==> config.mk <==
export PLATFORM = sky130hd
export DESIGN_NAME = mem_req_arbiter
export DESIGN_NICKNAME = d
export VERILOG_FILES = /design/src/rtl/mem_req_arbiter.sv
export SDC_FILE = /design/constraint.sdc
export NUM_CORES = 1
export LEC_CHECK = 0
export ABC_CLOCK_PERIOD_IN_PS = 6100
export CAP_MARGIN = 5
export CORE_AREA = 2 2 134 97
export CTS_BUF_LIST = sky130_fd_sc_hd__clkbuf_8
export DETAILED_ROUTE_END_ITERATION = 16
export DIE_AREA = 0 0 136 99
export PLACE_DENSITY = 0.86
export SYNTH_ARGS = -nofsm -noshare
export SYNTH_HDL_FRONTEND = slang
export SYNTH_SLANG_ARGS = --single-unit
==> constraint.sdc <==
create_clock -name clk -period 6.1 [get_ports clk]
set_input_delay 1.22 -clock clk [delete_from_list [all_inputs] [get_ports clk]]
set_output_delay 1.22 -clock clk [all_outputs]
set_load 0.01 [all_outputs]
==> src/rtl/mem_req_arbiter.sv <==
// Arbitrates instruction-fetch and load/store requests onto one SRAM-like bus,
// tracking accepted transactions in an owner FIFO so responses can be routed back.
module mem_req_arbiter #(
    parameter int OUTSTANDING = 2
) (
    input  logic        clk,
    input  logic        reset,
    input  logic        inst_req,
    input  logic [31:0] inst_addr,
    input  logic        inst_cancel,
    output logic        inst_addr_ok,
    output logic        inst_data_ok,
    output logic [31:0] inst_rdata,
    input  logic        data_req,
    input  logic        data_wr,
    input  logic [1:0]  data_size,
    input  logic [3:0]  data_wstrb,
    input  logic [31:0] data_addr,
    input  logic [31:0] data_wdata,
    output logic        data_addr_ok,
    output logic        data_data_ok,
    output logic [31:0] data_rdata,
    output logic        bus_req,
    output logic        bus_wr,
    output logic [1:0]  bus_size,
    output logic [3:0]  bus_wstrb,
    output logic [31:0] bus_addr,
    output logic [31:0] bus_wdata,
    input  logic        bus_addr_ok,
    input  logic        bus_data_ok,
    input  logic [31:0] bus_rdata
);

    localparam logic [2:0] OUT_CNT  = 3'(OUTSTANDING);
    localparam logic [1:0] LAST_PTR = 2'(OUTSTANDING - 1);

    typedef enum logic [1:0] {IDLE, HOLD_I, HOLD_D} state_t;

    state_t      state_q, state_d;
    logic        hold_wr_q, hold_wr_d;
    logic [1:0]  hold_size_q, hold_size_d;
    logic [3:0]  hold_wstrb_q, hold_wstrb_d;
    logic [31:0] hold_addr_q, hold_addr_d;
    logic [31:0] hold_wdata_q, hold_wdata_d;
    logic        hold_disc_q, hold_disc_d;

    // FIFO storage is sized for the largest legal depth; only OUTSTANDING slots are used.
    logic [3:0]  owner_q, owner_d;
    logic [3:0]  discard_q, discard_d;
    logic [1:0]  wr_ptr_q, wr_ptr_d;
    logic [1:0]  rd_ptr_q, rd_ptr_d;
    logic [2:0]  count_q, count_d;

    logic        grant_inst, grant_data;
    logic        sel_wr;
    logic [1:0]  sel_size;
    logic [3:0]  sel_wstrb;
    logic [31:0] sel_addr, sel_wdata;
    logic        push, push_disc, pop, head_owner, head_disc;

    always_comb begin
        state_d      = state_q;
        hold_wr_d    = hold_wr_q;
        hold_size_d  = hold_size_q;
        hold_wstrb_d = hold_wstrb_q;
        hold_addr_d  = hold_addr_q;
        hold_wdata_d = hold_wdata_q;
        hold_disc_d  = hold_disc_q;
        grant_inst   = 1'b0;
        grant_data   = 1'b0;
        sel_wr       = 1'b0;
        sel_size     = 2'd0;
        sel_wstrb    = 4'd0;
        sel_addr     = 32'd0;
        sel_wdata    = 32'd0;
        case (state_q)
            IDLE: begin
                if (count_q < OUT_CNT) begin
                    if (data_req) begin
                        grant_data = 1'b1;
                        sel_wr     = data_wr;
                        sel_size   = data_size;
                        sel_wstrb  = data_wstrb;
                        sel_addr   = data_addr;
                        sel_wdata  = data_wdata;
                    end else if (inst_req) begin
                        grant_inst = 1'b1;
                        sel_size   = 2'd2;
                        sel_addr   = inst_addr;
                    end
                end
                if ((grant_data || grant_inst) && !bus_addr_ok) begin
                    state_d      = grant_data ? HOLD_D : HOLD_I;
                    hold_wr_d    = sel_wr;
                    hold_size_d  = sel_size;
                    hold_wstrb_d = sel_wstrb;
                    hold_addr_d  = sel_addr;
                    hold_wdata_d = sel_wdata;
                    hold_disc_d  = grant_inst && inst_cancel;
                end
            end
            HOLD_I, HOLD_D: begin
                grant_inst  = (state_q == HOLD_I);
                grant_data  = (state_q == HOLD_D);
                sel_wr      = hold_wr_q;
                sel_size    = hold_size_q;
                sel_wstrb   = hold_wstrb_q;
                sel_addr    = hold_addr_q;
                sel_wdata   = hold_wdata_q;
                // A flushed fetch still has to finish its address phase on the bus.
                hold_disc_d = hold_disc_q | (grant_inst & inst_cancel);
                if (bus_addr_ok) begin
                    state_d     = IDLE;
                    hold_disc_d = 1'b0;
                end
            end
            default: state_d = IDLE;
        endcase
    end

    assign push       = (grant_inst | grant_data) & bus_addr_ok;
    assign push_disc  = grant_inst & (inst_cancel | hold_disc_q);
    assign pop        = bus_data_ok && (count_q != 3'd0);
    assign head_owner = owner_q[rd_ptr_q];
    assign head_disc  = discard_q[rd_ptr_q] | inst_cancel;

    genvar gi;
    generate
        for (gi = 0; gi < 4; gi++) begin : g_entry
            assign owner_d[gi]   = (push && wr_ptr_q == 2'(gi)) ? grant_data : owner_q[gi];
            assign discard_d[gi] = (push && wr_ptr_q == 2'(gi)) ? push_disc
                                 : (discard_q[gi] | (inst_cancel & ~owner_q[gi]));
        end
    endgenerate

    always_comb begin
        wr_ptr_d = wr_ptr_q;
        rd_ptr_d = rd_ptr_q;
        count_d  = count_q;
        if (push) wr_ptr_d = (wr_ptr_q == LAST_PTR) ? 2'd0 : wr_ptr_q + 2'd1;
        if (pop)  rd_ptr_d = (rd_ptr_q == LAST_PTR) ? 2'd0 : rd_ptr_q + 2'd1;
        case ({push, pop})
            2'b10:   count_d = count_q + 3'd1;
            2'b01:   count_d = count_q - 3'd1;
            default: count_d = count_q;
        endcase
    end

    always_comb begin
        bus_req      = 1'b0;
        bus_wr       = 1'b0;
        bus_size     = 2'd0;
        bus_wstrb    = 4'd0;
        bus_addr     = 32'd0;
        bus_wdata    = 32'd0;
        inst_addr_ok = 1'b0;
        data_addr_ok = 1'b0;
        inst_data_ok = 1'b0;
        data_data_ok = 1'b0;
        inst_rdata   = 32'd0;
        data_rdata   = 32'd0;
        if (!reset) begin
            bus_req      = grant_inst | grant_data;
            bus_wr       = sel_wr;
            bus_size     = sel_size;
            bus_wstrb    = sel_wstrb;
            bus_addr     = sel_addr;
            bus_wdata    = sel_wdata;
            inst_addr_ok = push & grant_inst & ~((state_q == HOLD_I) & push_disc);
            data_addr_ok = push & grant_data;
            inst_data_ok = pop & ~head_owner & ~head_disc;
            data_data_ok = pop & head_owner;
            inst_rdata   = inst_data_ok ? bus_rdata : 32'd0;
            data_rdata   = data_data_ok ? bus_rdata : 32'd0;
        end
    end

    always_ff @(posedge clk) begin
        if (reset) begin
            state_q      <= IDLE;
            hold_wr_q    <= 1'b0;
            hold_size_q  <= 2'd0;
            hold_wstrb_q <= 4'd0;
            hold_addr_q  <= 32'd0;
            hold_wdata_q <= 32'd0;
            hold_disc_q  <= 1'b0;
            owner_q      <= 4'd0;
            discard_q    <= 4'd0;
            wr_ptr_q     <= 2'd0;
            rd_ptr_q     <= 2'd0;
            count_q      <= 3'd0;
        end else begin
            state_q      <= state_d;
            hold_wr_q    <= hold_wr_d;
            hold_size_q  <= hold_size_d;
            hold_wstrb_q <= hold_wstrb_d;
            hold_addr_q  <= hold_addr_d;
            hold_wdata_q <= hold_wdata_d;
            hold_disc_q  <= hold_disc_d;
            owner_q      <= owner_d;
            discard_q    <= discard_d;
            wr_ptr_q     <= wr_ptr_d;
            rd_ptr_q     <= rd_ptr_d;
            count_q      <= count_d;
        end
    end

endmodule

==> reports/qor.csv, run 1 <==
stage;metric;value;unit
status;run_status;completed;
timing;fmax;0.201;GHz
synth;synth_nets;857;
timing;worstMarginPinSlew;1.05;ns
power;ir_worst_vdd;214;uV
clock_tree;cts_setup_buffers;0;
power;finalPower;2.53;mW
clock_tree;cts_resized;0;
critical_path;cp-end-kind;output port;
synth;synth-seq-cells;89;
synth;seq_area_frac_synth;0.340;
clock_tree;cts_hold_buf;0;
timing;hold_violations;0;
critical_path;start_kind;flip-flop;
floorplanning;die_y;99;um
critical_path;crit_path_top_delay_cell;ha_2;
flow_run;drv_cap;0;
timing;fin_skew;0.0137;ns
clock_tree;numCtsBuffers;9;
synth;ys_types;47;
route;viasPerCell;5.43;
critical_path;crit_path_max_fanout;39;
final_layout;nNetsFinal;1092;
floorplanning;start_util;0.431;
grt;grt_use_total;0.266;
critical_path;path_buf_inv;3;
route;dr.pass1.iters;5;
hold_path;worstHoldPathType;reg -> reg;
critical_path;worst_ep_required_time;4.88;ns
floorplanning;core;12200;um2
grt;grt_pass1_wl;29.0;mm
grt;antenna_found_initial;0;
synth;synth.avg_cell_area;7.38;um2
synth;synth_ff_type;dfxtp_1;
clock_tree;cts_tree;yes;
timing;setup_tns;0;ns
floorplanning;die_x;136;um
critical_path;crit_arrival;3.75;ns
timing;setup_viol;0;
synth;yosysWarnings;0;
critical_path;critPathKind;reg -> out;
power;power.leakage;3.03;nW
synth;synth_edf_count;0;
clock_tree;insertion_delay;0.35;ns
place;dpl.hpwl;13.0;mm
final_layout;layout_commonest_cell;clkdlybuf4s50_1;
critical_path;crit_family;buffers and inverters;
timing;period_share;0.815;
timing;slew_violations;0;
clock_tree;htreeDepth;3;
clock_tree;root_buffer;clkbuf_8;
route;wl_per_cell;16.5;um
route;wl;18.4;mm
final_layout;final_cell_mix;clkdlybuf4s50_1, nand2_1, dfxtp_1;
clock_tree;cts.clk_slew.worst_paths;0.10;ns
critical_path;worstPathCellList;inv_1 > ha_2 > or3b_4 > nor2_2 > buf_4 > a22oi_1 > nor2_1 > clkdlybuf4s50_1;
route;drtAntennaViolNets;0;
synth;async_flop_share;0;
place;port_buffers;281;
critical_path;worst_path_largest_cell_delay;0.77;ns
timing;worst_hold_slack;0.456;ns
grt;overflow;0;
final_layout;drive_above_1_share;0.0421;
floorplanning;io_pins;282;
final_layout;num_antenna_cells;0;
synth;syn_inst;710;
power;p_per_area;306;nW/um2
final_layout;area_growth;57.7;%
timing;rsz0062_at_grt;false;
route;vias;6037;
timing;period_needed;4.97;ns
route;drc_errors;0;
grt;grt_pass1_vias;5572;
timing;slew_headroom;0.303;
floorplanning;rows;34;
clock_tree;clk_path_buf_depth;2;
grt;grt_max_degree;72;
route;dr.first_iter.drc_count;471;
place;routabilityCongestion;0.846;
synth;synth.cell_area;5240;um2
clock_tree;cts_sinks;89;
floorplanning;die_area;13500;um2
## synthesized netlist by cell type (3+ instances only)
master | count | area share
ha_1 | 4 | 0.0095
nor3_1 | 3 | 0.0029
nand2_1 | 110 | 0.079
buf_2 | 24 | 0.023
a31oi_1 | 3 | 0.0036
nor2b_1 | 5 | 0.0060
clkbuf_1 | 38 | 0.027
a22oi_1 | 71 | 0.10
or3_1 | 3 | 0.0036
nand3b_1 | 3 | 0.0043
dfxtp_1 | 89 | 0.34
inv_1 | 8 | 0.0057
nor2_1 | 82 | 0.059
o21ai_0 | 6 | 0.0057
and2_1 | 64 | 0.076
nand3_1 | 40 | 0.038
a22o_1 | 32 | 0.053
mux2i_1 | 9 | 0.017
buf_1 | 6 | 0.0043
a21oi_1 | 76 | 0.073
## flip-flops by register name, summed over array words and instances (netlist names), 3 cells and up
| name | cells |
|---|---|
| count_q | 3 |
| discard_q | 4 |
| hold_addr_q | 32 |
| hold_wdata_q | 32 |
| hold_wstrb_q | 4 |
| owner_q | 4 |
## logic make-up after synthesis
group | Yosys count | share of synthesized area
AOI/OAI and AO/OA | 197 | 0.253
xor gates and xnor gates | 3 | 0.00501
adders and majority gates | 5 | 0.0134
buffers and inverters | 76 | 0.0601
DFF | 89 | 0.340
muxes | 11 | 0.0258
and+or+nand+nor | 329 | 0.303
## metal layers
layer | vias up | routed length (um) | GRT usage
li1 | 2950 | - | -
met1 | 2815 | 8110 | 0.366
met2 | 255 | 8520 | 0.425
met3 | 17 | 1550 | 0.0674
met4 | 0 | 200 | 0.0481
met5 | - | 0 | 0
## where the power goes
group	total, mW	leakage [nW]	internal [mW]	switching, mW
combinational	1.37	2.21	0.604	0.770
sequential	0.755	0.725	0.680	0.0750
clock	0.403	0.0970	0.189	0.214
## metrics by stage
| stage | worst slack, ns | util | instance area, um2 | std cells |
|---|---|---|---|---|
| CTS | 1.15 | 0.679 | 8270 | 1112 |
| floorplan | 2.53 | - | 5240 | 710 |
| global route | 0.872 | 0.679 | 8270 | 1112 |
| detailed placement | 1.26 | 0.663 | 8070 | 1096 |
| global placement | 1.30 | 0.663 | 8070 | 1096 |
| finish | 1.13 | 0.679 | 8270 | 1112 |
## worst paths after layout
kind         slack (ns)                             to                     startpoint  depth (start not counted)
max                1.13                   bus_wdata[8]        state_q[1]$_SDFFE_PP0P_                          8
min                0.46  hold_wdata_q[17]$_SDFFE_PP0P_  hold_wdata_q[17]$_SDFFE_PP0P_                          2
max reg2reg        2.67        count_q[2]$_SDFFE_PP0P_        state_q[1]$_SDFFE_PP0P_                         11
min reg2reg        0.46  hold_wdata_q[17]$_SDFFE_PP0P_  hold_wdata_q[17]$_SDFFE_PP0P_                          2
## final cells by class
type	count	area (um2)
Timing Repair Buffer	292	2890
Fill cell	1081	3900
Clock buffer	9	124
Clock inverter	7	71.3
Multi-Input combinational cell	545	3170
Sequential cell	89	1780
Tap cell	162	203
Inverter	8	30.0
## worst min-delay path, stage by stage (launching register included)
cell and delay (ns):
dfxtp_1 0.32, nand2_1 0.05, a21oi_1 0.05
Power figures use the tool's default switching activity.
==> run 2, diff against run 1 <==
==> config.mk (replaced) <==
export PLATFORM = sky130hd
export DESIGN_NAME = mem_req_arbiter
export DESIGN_NICKNAME = d
export VERILOG_FILES = /design/src/rtl/mem_req_arbiter.sv
export SDC_FILE = /design/constraint.sdc
export NUM_CORES = 1
export LEC_CHECK = 0
export ABC_CLOCK_PERIOD_IN_PS = 4200
export CAP_MARGIN = 5
export CORE_AREA = 2 2 146 105
export CTS_BUF_LIST = sky130_fd_sc_hd__clkbuf_8
export DETAILED_ROUTE_END_ITERATION = 16
export DIE_AREA = 0 0 148 107
export PLACE_DENSITY = 0.77
export SYNTH_ARGS = -nofsm -noshare
export SYNTH_HDL_FRONTEND = slang
export SYNTH_SLANG_ARGS = --single-unit
==> constraint.sdc (replaced) <==
create_clock -name clk -period 4.2 [get_ports clk]
set_input_delay 0.84 -clock clk [delete_from_list [all_inputs] [get_ports clk]]
set_output_delay 0.84 -clock clk [all_outputs]
set_load 0.01 [all_outputs]
==> reports/qor.csv, run 2 (same netlist as run 1, synthesis figures left out) <==
stage;metric;value;unit
timing;rsz0062_at_grt;false;
place;port_buffers;281;
timing;fmax;0.256;GHz
floorplanning;rows;37;
floorplanning;die_x;148;um
timing;period_needed;3.91;ns
timing;slew_headroom;0.381;
clock_tree;insertion_delay;0.34;ns
floorplanning;start_util;0.363;
critical_path;crit_arrival;3.07;ns
final_layout;num_antenna_cells;0;
grt;antenna_found_initial;0;
final_layout;reg.largest.list;hold_addr_q: 32 flops, hold_wdata_q: 32 flops;
critical_path;crit_path_max_fanout;73;
final_layout;n_fill_cell;1366;
final_layout;final_util;0.582;
timing;setup_tns;0;ns
timing;hold_violations;0;
route;vias;5931;
clock_tree;clk_path_buf_depth;2;
timing;setup_viol;0;
grt;grt_pass1_vias;5335;
critical_path;worst_ep_required_time;3.36;ns
grt;grt_use_total;0.221;
route;wl_per_cell;16.1;um
floorplanning;io_pins;282;
floorplanning;die_area;15800;um2
critical_path;start_kind;primary input;
timing;worstMarginPinSlew;0.928;ns
clock_tree;cts_resized;0;
status;run_status;completed;
route;dr.pass1.iters;5;
timing;slew_violations;0;
power;ir_worst_vdd;262;uV
place;dpl.hpwl;12.8;mm
final_layout;final_cell_mix;clkdlybuf4s50_1, nand2_1, dfxtp_1;
clock_tree;htreeDepth;3;
route;dr.first_iter.drc_count;365;
timing;fin_skew;0.00775;ns
grt;met2_usage;0.350;
grt;grt_max_degree;84;
clock_tree;cts_tree;yes;
flow_run;drv_cap;0;
clock_tree;root_buffer;clkbuf_8;
clock_tree;cts.clk_slew.worst_paths;0.09;ns
hold_path;worstHoldPathType;reg -> reg;
final_layout;nNetsFinal;1101;
power;p_per_area;446;nW/um2
route;viasPerCell;5.15;
place;routabilityCongestion;0.857;
route;drtAntennaViolNets;0;
grt;overflow;0;
power;power.leakage;3.09;nW
critical_path;cp-end-kind;output port;
clock_tree;cts_setup_buffers;0;
clock_tree;cts_sinks;89;
floorplanning;die_y;107;um
final_layout;drive_above_1_share;0.0491;
grt;grtUsageMet1;0.306;
clock_tree;numCtsBuffers;9;
clock_tree;cts_hold_buf;0;
timing;period_share;0.930;
final_layout;layout_commonest_cell;clkdlybuf4s50_1;
grt;grt_pass1_wl;28.4;mm
route;drc_errors;0;
grt;grt_use_met3;0.0506;
final_layout;area_growth;60.3;%
critical_path;ff2ff_setup_slack;1.42;ns
critical_path;critPathKind;in -> out;
route;wl;18.5;mm
grt;globalRoute.busiestLayer;met2;
floorplanning;core;14400;um2
[run 2: cell count changes in the layout (fill, tap and decap cells not counted), sizes merged]
cell and delta:
clkinv -1, inv -1, buf +9, clkinvlp -1, clkbuf +1
[run 2: cell type report]
class                      count  area, um2  area share
multi-input combinational    545       3170       0.377
timing repair buffer         301       3000       0.357
sequential                    89       1780       0.212
tap                          195        244      0.0290
clock buffer                  10        138      0.0164
clock inverter                 4       46.3     0.00551
inverter                       8       30.0     0.00357
[run 2: per-layer routing]
metal / vias up / wire length (um)
li1: 2965 / -
met1: 2724 / 8300
met2: 225 / 8640
met3: 17 / 1370
met4: 0 / 235
met5: - / 0
[run 2: final timing paths]
kind                                      start                       endpoint  cells past startpoint
setup / recovery                       data_req                   bus_addr[23]                      7
hold / removal    hold_wdata_q[23]$_SDFFE_PP0P_  hold_wdata_q[23]$_SDFFE_PP0P_                      2
setup reg to reg        state_q[1]$_SDFFE_PP0P_        count_q[2]$_SDFFE_PP0P_                     11
hold reg to reg   hold_wdata_q[23]$_SDFFE_PP0P_  hold_wdata_q[23]$_SDFFE_PP0P_                      2
[run 2: worst max-delay path: stages]
cell,delay [ns]
clkdlybuf4s50_1,0.57
nor3b_4,0.25
buf_12,0.32
a22o_1,0.24
a22oi_1,0.07
nor2_1,0.11
clkdlybuf4s50_1,0.59
[run 2: per-stage QoR]
stage | hold slack, ns | setup WS [ns] | instances | instance area (um2) | power (mW)
after floorplan | 0.432 | 1.39 | 710 | 5240 | 2.35
after global placement | 0.439 | 0.356 | 1138 | 8220 | 3.17
after detailed placement | 0.445 | 0.326 | 1138 | 8220 | 3.19
after CTS | 0.457 | 0.319 | 1152 | 8400 | 3.77
after global routing | 0.471 | 0.156 | 1152 | 8400 | 4.01
final | 0.455 | 0.292 | 1152 | 8400 | 3.74
[run 2: power by group]
| part | leakage [nW] | internal, mW | total, mW | switching (mW) |
|---|---|---|---|---|
| sequential | 0.725 | 0.988 | 1.10 | 0.110 |
| clock | 0.0954 | 0.282 | 0.571 | 0.289 |
| combinational | 2.27 | 0.936 | 2.08 | 1.14 |
